## config.mk

```make
export PLATFORM = sky130hd
export DESIGN_NAME = handshake_constant_buffered
export DESIGN_NICKNAME = d
export VERILOG_FILES = /design/src/rtl/handshake_constant_buffered.sv
export SDC_FILE = /design/constraint.sdc
export NUM_CORES = 1
export LEC_CHECK = 0
export ABC_AREA = 0
export BUFFER_PORTS_ARGS = -buffer_cell sky130_fd_sc_hd__buf_2
export CORE_AREA = 2 2 39 41
export CTS_CLUSTER_SIZE = 8
export DETAILED_ROUTE_END_ITERATION = 10
export DIE_AREA = 0 0 41 43
export PLACE_DENSITY = 0.74
export SYNTH_ARGS = -nofsm -noshare
export SYNTH_HDL_FRONTEND = slang
export SYNTH_SLANG_ARGS = --single-unit
export TNS_END_PERCENT = 1
```

## constraint.sdc

```tcl
create_clock -name clk -period 1.5 [get_ports clk]
set_clock_uncertainty 0.2 [all_clocks]
set_input_delay 0 -clock clk [delete_from_list [all_inputs] [get_ports clk]]
set_output_delay 0 -clock clk [all_outputs]
set_load 0.02 [all_outputs]
```

## src/rtl/handshake_constant_buffered.sv

```systemverilog
// Elastic constant source: each accepted ctrl token emits REPEAT copies of VALUE.
// Optional zero-latency path when empty: define HANDSHAKE_CONSTANT_BYPASS_EN.
module handshake_constant_buffered #(
    parameter int                    DATA_WIDTH = 32,
    parameter logic [DATA_WIDTH-1:0] VALUE      = DATA_WIDTH'(1),
    parameter int                    DEPTH      = 2,
    parameter int                    REPEAT     = 1
) (
    input  logic                  clk,
    input  logic                  rst,
    input  logic                  ctrl_valid,
    output logic                  ctrl_ready,
    output logic [DATA_WIDTH-1:0] outs,
    output logic                  outs_valid,
    input  logic                  outs_ready
);

    localparam int CAP = DEPTH * REPEAT;
    localparam int CW  = $clog2(CAP + 1);

    localparam logic [CW-1:0] CAP_C = CW'(CAP);
    localparam logic [CW-1:0] REP_C = CW'(REPEAT);
    localparam logic [CW-1:0] LIM_C = CW'(CAP - REPEAT);
    localparam logic [CW-1:0] ONE_C = CW'(1);

    logic [CW-1:0] cnt;
    logic [CW-1:0] cnt_next;
    logic          ready_q;
    logic          valid_q;
    logic          ctrl_fire;
    logic          outs_fire;

    assign outs       = VALUE;
    assign ctrl_ready = ready_q;

`ifdef HANDSHAKE_CONSTANT_BYPASS_EN
    // valid_q is low exactly when cnt is zero, so the OR only acts when empty
    assign outs_valid = valid_q | (ctrl_valid & ready_q);
`else
    assign outs_valid = valid_q;
`endif

    assign ctrl_fire = ctrl_valid & ctrl_ready;
    assign outs_fire = outs_valid & outs_ready;

    always_comb begin
        cnt_next = cnt;
        if (ctrl_fire)
            cnt_next = cnt_next + REP_C;
        if (outs_fire)
            cnt_next = cnt_next - ONE_C;
    end

    // Flags are derived from cnt_next so both outputs come straight from flops
    always_ff @(posedge clk or negedge rst) begin
        if (!rst) begin
            cnt     <= '0;
            ready_q <= 1'b1;
            valid_q <= 1'b0;
        end else begin
            cnt     <= cnt_next;
            ready_q <= (cnt_next <= LIM_C);
            valid_q <= (cnt_next != '0);
        end
    end

    cnt_le_cap: assert property (
        @(posedge clk) disable iff (!rst) cnt <= CAP_C
    );

endmodule

```

==> impl_metrics.json, run 1 <==
{
  "switchingPower_uw": 308.7,
  "grt_antenna_before_repair": 0,
  "final_net_count": 66,
  "area_overhead_of_the_layout_relative_to_synthesis_pct": -5.707,
  "grt_pass1_vias": 169,
  "crit_path_end_kind": "flop",
  "initial_core_util_pct": 33.27,
  "tritoncts": "yes",
  "library_cell_with_the_highest_instance_count_after_synthesis": "buf_4",
  "layout-drive-gt1-share_pct": 21.31,
  "p_int_uw": 414.3,
  "synth_warnings": 0,
  "timing.critical_path.arrival_ns": 1.26,
  "avgViaCountPerCell": 3.091,
  "synthesis.area_per_instance_um2": 9.028,
  "synthesis.area_um2": 460.4,
  "drt_first_pass_iters": 2,
  "grt_start_max_net_pins": 6,
  "die_height_um": 43,
  "synth_async_sr_flop_share_pct": 100.0,
  "dp_hpwl_um": 432.2,
  "highest_clock_frequency_the_design_can_meet_mhz": 756.7,
  "netlist_top_cells_area": "buf_4 52%, dfrtp_1 16%, dfstp_2 5.7%",
  "post_synth_most_frequent_cells": "32 x buf_4, 3 x dfrtp_1, 3 x xnor2_1, 2 x conb_1",
  "cell_family_with_most_cp_delay": "flip-flops",
  "synth_enable_flop_cells": 0,
  "pin_count": 38,
  "clkPwrFrac_pct": 20.3,
  "clk_pin_slew_ns": 0.04,
  "design.die.area_um2": 1763,
  "filler_cell_count": 163,
  "ir_drop_v": 0.0005779,
  "root_buffer": "clkbuf_4",
  "final_min_period_over_clock_period_pct": 88.10,
  "slew_limit_fails": 0,
  "static-leakage-power_nw": 0.2398,
  "swShare_pct": 42.69,
  "clock_path_buffers": 2,
  "seq_area_frac_synth_pct": 22.01,
  "latest_clock_arrival_within_the_worst_skew_pair_ns": 0.23,
  "wire_per_inst_um": 6.597,
  "floorplan.die.width_um": 41,
  "finalWeightedCongestion": 0.6490,
  "netlist.top_cell.by_area": "buf_4",
  "globalRouteTotalUtil_pct": 5.444,
  "worst_path_largest_cell_delay_ns": 0.54,
  "pwr-share-comb_pct": 47.5,
  "max_cap_violations": 0,
  "fin_crit_ns": 1.322,
  "crit_chain": "a21oi_1, and3b_1, a211oi_2",
  "coreArea_um2": 1384,
  "synth_top_area_share_pct": 52.17,
  "num_rows": 14,
  "detailedRoute.firstIterationViolations": 1,
  "critical_path_peak_fanout": 4,
  "worstPathBufferInverterCount": 0,
  "buffer_ports.inserted": 5,
  "regToRegSetupSlack_ns": 0.18,
  "power.share.sequential_pct": 32.2,
  "cp_data_required_time_ns": 1.44,
  "synth_top_flop_cell": "dfrtp_1",
  "slowest_stage": "dfstp_2",
  "outcome": "finished, final reports clean",
  "synthDistinctLibCells": 15,
  "fin_tns_setup_ns": 0,
  "rsz0062_at_grt": "no",
  "tritoncts_num_sinks": 4,
  "final_core_util_pct": 31.37,
  "drcViolationCount": 0,
  "n_antenna_cell": 0,
  "start_kind": "flop",
  "power_density_nw_per_um2": 1665,
  "routed_wl_um": 508,
  "aggregate_global_routing_overflow": 0,
  "clock_tree.htree_level_count": 1,
  "postSynthCellCount": 51,
  "antenna_left": 0,
  "timing.setup.critical_path_class": "flop to flop",
  "vias": 238,
  "setup_violators_final": 0,
  "sequential_cell_area_um2": 101.3,
  "synth-seq-cells": 4,
  "timing.final.hold_violations": 0,
  "grt_pass1_wl_um": 593,
  "multi_input_comb_area_um2": 231.5,
  "hold_class": "input port to flop",
  "cts-buffers-inserted": 3
}
==> power by group through the flow <==
stage          Clock [mW]  Sequential [mW]  Combinational [mW]
4_1_cts             0.155            0.234               0.349
6_report            0.147            0.233               0.343
3_5_place_dp            0            0.235               0.341
5_1_grt             0.156            0.243               0.374
2_1_floorplan           0            0.258               0.316
3_3_place_gp            0            0.230               0.332
==> metrics by stage <==
step	hold slack [ns]	power [mW]	cell area [um2]	cells	setup slack, ns
floorplan	-0.4956	0.5734	573.1	81	0.1724
global placement	-0.3928	0.5621	377.9	70	0.2170
detailed placement	-0.3901	0.5758	377.9	70	0.1544
global route	0.04915	0.7726	434.2	77	0.1296
CTS	0.02629	0.7379	434.2	77	0.1520
finish	0.03078	0.7230	434.2	77	0.1785
==> worst paths after layout <==
| path | from | end | cells after the start |
|---|---|---|---|
| max in group asynchronous | rst | cnt[1] | 3 |
| min reg2reg | cnt[1] | ctrl_ready | 1 |
| max | ctrl_ready | outs_valid | 3 |
| max reg2reg | ctrl_ready | outs_valid | 3 |
| min in group asynchronous | rst | ctrl_ready | 2 |
| min | ctrl_valid | cnt[0] | 4 |
==> cell families (layout without fill, tap and decap cells) <==
group                  count (synthesis)  count (layout)  synth area share, %
buffers and inverters                 32              12                52.17
AND/OR/NAND/NOR                        6               6                9.782
XOR/XNOR                               4               4                7.610
flip-flops                             4               4                22.01
other                                  2              32                1.631
AO/OA/AOI/OAI                          2               2                3.803
multiplexers                           1               1                2.988
==> registers in the layout, summed over array words and instances (netlist names) <==
signal and count:
cnt 2, outs_valid 1, ctrl_ready 1
==> per-layer routing <==
metal | GRT usage, % | wire, um | vias to the layer above
li1 | - | - | 113
met1 | 4.235 | 166 | 104
met2 | 9.063 | 276 | 21
met3 | 1.571 | 65 | 0
met4 | 6.000 | 0 | 0
met5 | 0 | 0 | -
==> tightest hold or removal path: stages <==
cell and delay, ns:
buf_2 0.11, nand2_1 0.07, xnor2_1 0.10, xnor2_1 0.14
==> what timing repair did <==
item                      in CTS  in global routing
setup buffers                  0                  0
resized for setup              0                  0
hold buffers                   3                  0
hold endpoints to repair       7                  0
==> final cells by class <==
type | instances | area share (%)
Clock buffer | 4 | 6.052
Multi-Input combinational cell | 45 | 53.31
Sequential cell | 4 | 23.34
Timing Repair Buffer | 8 | 12.68
Tap cell | 16 | 4.611
==> cell usage in the layout, fill, tap and decap left out, drive strengths merged <==
cell / synthesis / layout
and3: 2 / 2
conb: 2 / 32
dfstp: 1 / 1
mux2i: 1 / 1
xor2: 1 / 1
xnor2: 3 / 3
and3b: 1 / 1
dfrtp: 3 / 3
a21oi: 1 / 1
nor2: 1 / 1
nand2: 2 / 2
dlygate4sd3: 0 / 3
buf: 32 / 5
clkbuf: 0 / 4
a211oi: 1 / 1
No activity file was read; power rests on OpenSTA's default activity.
==> run 2: changes to the inputs <==
--- a/config.mk
+++ b/config.mk
@@ -12,6 +12,7 @@
 export DETAILED_ROUTE_END_ITERATION = 10
 export DIE_AREA = 0 0 41 43
 export PLACE_DENSITY = 0.74
+export RECOVER_POWER = 50
 export SYNTH_ARGS = -nofsm -noshare
 export SYNTH_HDL_FRONTEND = slang
 export SYNTH_SLANG_ARGS = --single-unit
==> constraint.sdc (replaced) <==
create_clock -name clk -period 1.3 [get_ports clk]
set_clock_uncertainty 0.2 [all_clocks]
set_input_delay 0 -clock clk [delete_from_list [all_inputs] [get_ports clk]]
set_output_delay 0 -clock clk [all_outputs]
set_load 0.02 [all_outputs]
==> impl_metrics.json, run 2 (same netlist as run 1, synthesis figures left out) <==
{
  "slew_limit_fails": 0,
  "post-cts-setup-buffers": 0,
  "design.die.area_um2": 1763,
  "layout-drive-gt1-share_pct": 22.95,
  "rsz0062_at_grt": "yes",
  "num_rows": 14,
  "routed_wl_um": 535,
  "largest_register_ffs": 2,
  "slowest_stage": "dfstp_2",
  "filler_cell_count": 158,
  "clock_path_buffers": 2,
  "vias": 237,
  "cp_data_required_time_ns": 1.20,
  "final_common_cell": "conb_1",
  "worst_path_largest_cell_delay_ns": 0.55,
  "highest_clock_frequency_the_design_can_meet_mhz": 778.2,
  "root_buffer": "clkbuf_4",
  "finalWeightedCongestion": 0.7330,
  "cts-buffers-inserted": 3,
  "max_cap_violations": 0,
  "final_net_count": 66,
  "crit_chain": "and3_4, and3_1, a211oi_2",
  "ir_drop_v": 0.0006720,
  "final_design_area_no_fill_um2": 444.2,
  "final_min_period_over_clock_period_pct": 98.85,
  "multi_input_comb_area_um2": 242.7,
  "worstPathBufferInverterCount": 0,
  "die_height_um": 43,
  "timing.setup.critical_path_class": "flop to flop",
  "clock_tree.htree_level_count": 1,
  "crit_path_end_kind": "flop",
  "postPlaceCellArea_um2": 389.1,
  "final_cell_mix": "32 x conb_1, 4 x buf_2, 3 x clkbuf_4, 3 x dfrtp_1, 3 x dlygate4sd3_1",
  "static-leakage-power_nw": 0.2428,
  "grt_antenna_before_repair": 0,
  "clk_pin_slew_ns": 0.04,
  "drcViolationCount": 0,
  "grt_pass1_wl_um": 759,
  "tritoncts_num_sinks": 4,
  "start_kind": "flop",
  "tritoncts": "yes",
  "globalRouteTotalUtil_pct": 7.056,
  "power_density_nw_per_um2": 1946,
  "cell_family_with_most_cp_delay": "flip-flops",
  "avgViaCountPerCell": 3.078,
  "detailedRoute.firstIterationViolations": 1,
  "critical_path_peak_fanout": 4,
  "area_overhead_of_the_layout_relative_to_synthesis_pct": -3.533,
  "timing.critical_path.arrival_ns": 1.19,
  "drt_first_pass_iters": 2,
  "antenna_left": 0,
  "hold_class": "input port to flop",
  "setup_violators_final": 0,
  "outcome": "finished, final reports clean",
  "largest_register": "cnt",
  "pin_count": 38,
  "buffer_ports.inserted": 5,
  "n_antenna_cell": 0,
  "timing.final.hold_violations": 0,
  "grt_start_max_net_pins": 6,
  "latest_clock_arrival_within_the_worst_skew_pair_ns": 0.24,
  "sequential_cell_area_um2": 101.3,
  "initial_core_util_pct": 33.27,
  "coreArea_um2": 1384,
  "fin_crit_ns": 1.285,
  "floorplan.die.width_um": 41,
  "grt_pass1_vias": 201,
  "aggregate_global_routing_overflow": 0,
  "cts_repair_resize_count": 0,
  "dp_hpwl_um": 436.1,
  "final_core_util_pct": 32.10,
  "wire_per_inst_um": 6.948
}
-- run 2: per-layer routing --
metal,part of all wire [%],track usage (%),vias up
met1,34,7.166,104
li1,-,-,115
met2,54,9.375,18
met4,0,8.000,0
met5,0,0,-
met3,12,3.141,0
-- run 2: final cells by class --
cell class,count,share of cell area (%)
Clock buffer,4,5.915
Multi-Input combinational cell,45,54.65
Sequential cell,4,22.82
Tap cell,16,4.507
Timing Repair Buffer,8,12.11
-- run 2: where the power goes --
group / switching, mW / total (mW) / internal [mW]
Combinational: 0.240 / 0.416 / 0.177
Clock: 0.0536 / 0.169 / 0.115
Sequential: 0.0750 / 0.279 / 0.204
-- run 2: per-stage QoR --
step / setup TNS (ns) / hold slack [ns] / worst slack, ns / instances / power [mW]
after floorplan: -0.02819 / -0.4956 / -0.01542 / 81 / 0.6934
after global placement: 0 / -0.3913 / 0.03356 / 70 / 0.6808
after detailed placement: 0 / -0.3861 / 0.01563 / 70 / 0.6902
after CTS: 0 / 0.01377 / 0.007957 / 77 / 0.8807
after global routing: -0.06657 / 0.03252 / -0.03556 / 77 / 0.9344
final: 0 / 0.02152 / 0.01499 / 77 / 0.8642
-- run 2: worst reg2reg max path: stages (launching register included) --
cell,delay [ns]
dfstp_2,0.55
and3_4,0.19
and3_1,0.18
a211oi_2,0.04
-- run 2: what timing repair did --
item	4_1_cts	5_1_grt
hold buffers	3	0
endpoints found under the setup margin	0	4
hold endpoints to repair	7	0
-- run 2: final timing paths --
path / startpoint / end / slack, ns / cells past startpoint
setup / recovery: ctrl_ready / outs_valid / 0.01 / 3
hold / removal: ctrl_valid / cnt[0] / 0.02 / 4
setup reg to reg: ctrl_ready / outs_valid / 0.01 / 3
hold reg to reg: cnt[1] / ctrl_ready / 0.32 / 1
max in group asynchronous: rst / outs_valid / 0.24 / 3
min in group asynchronous: rst / ctrl_ready / 0.06 / 2
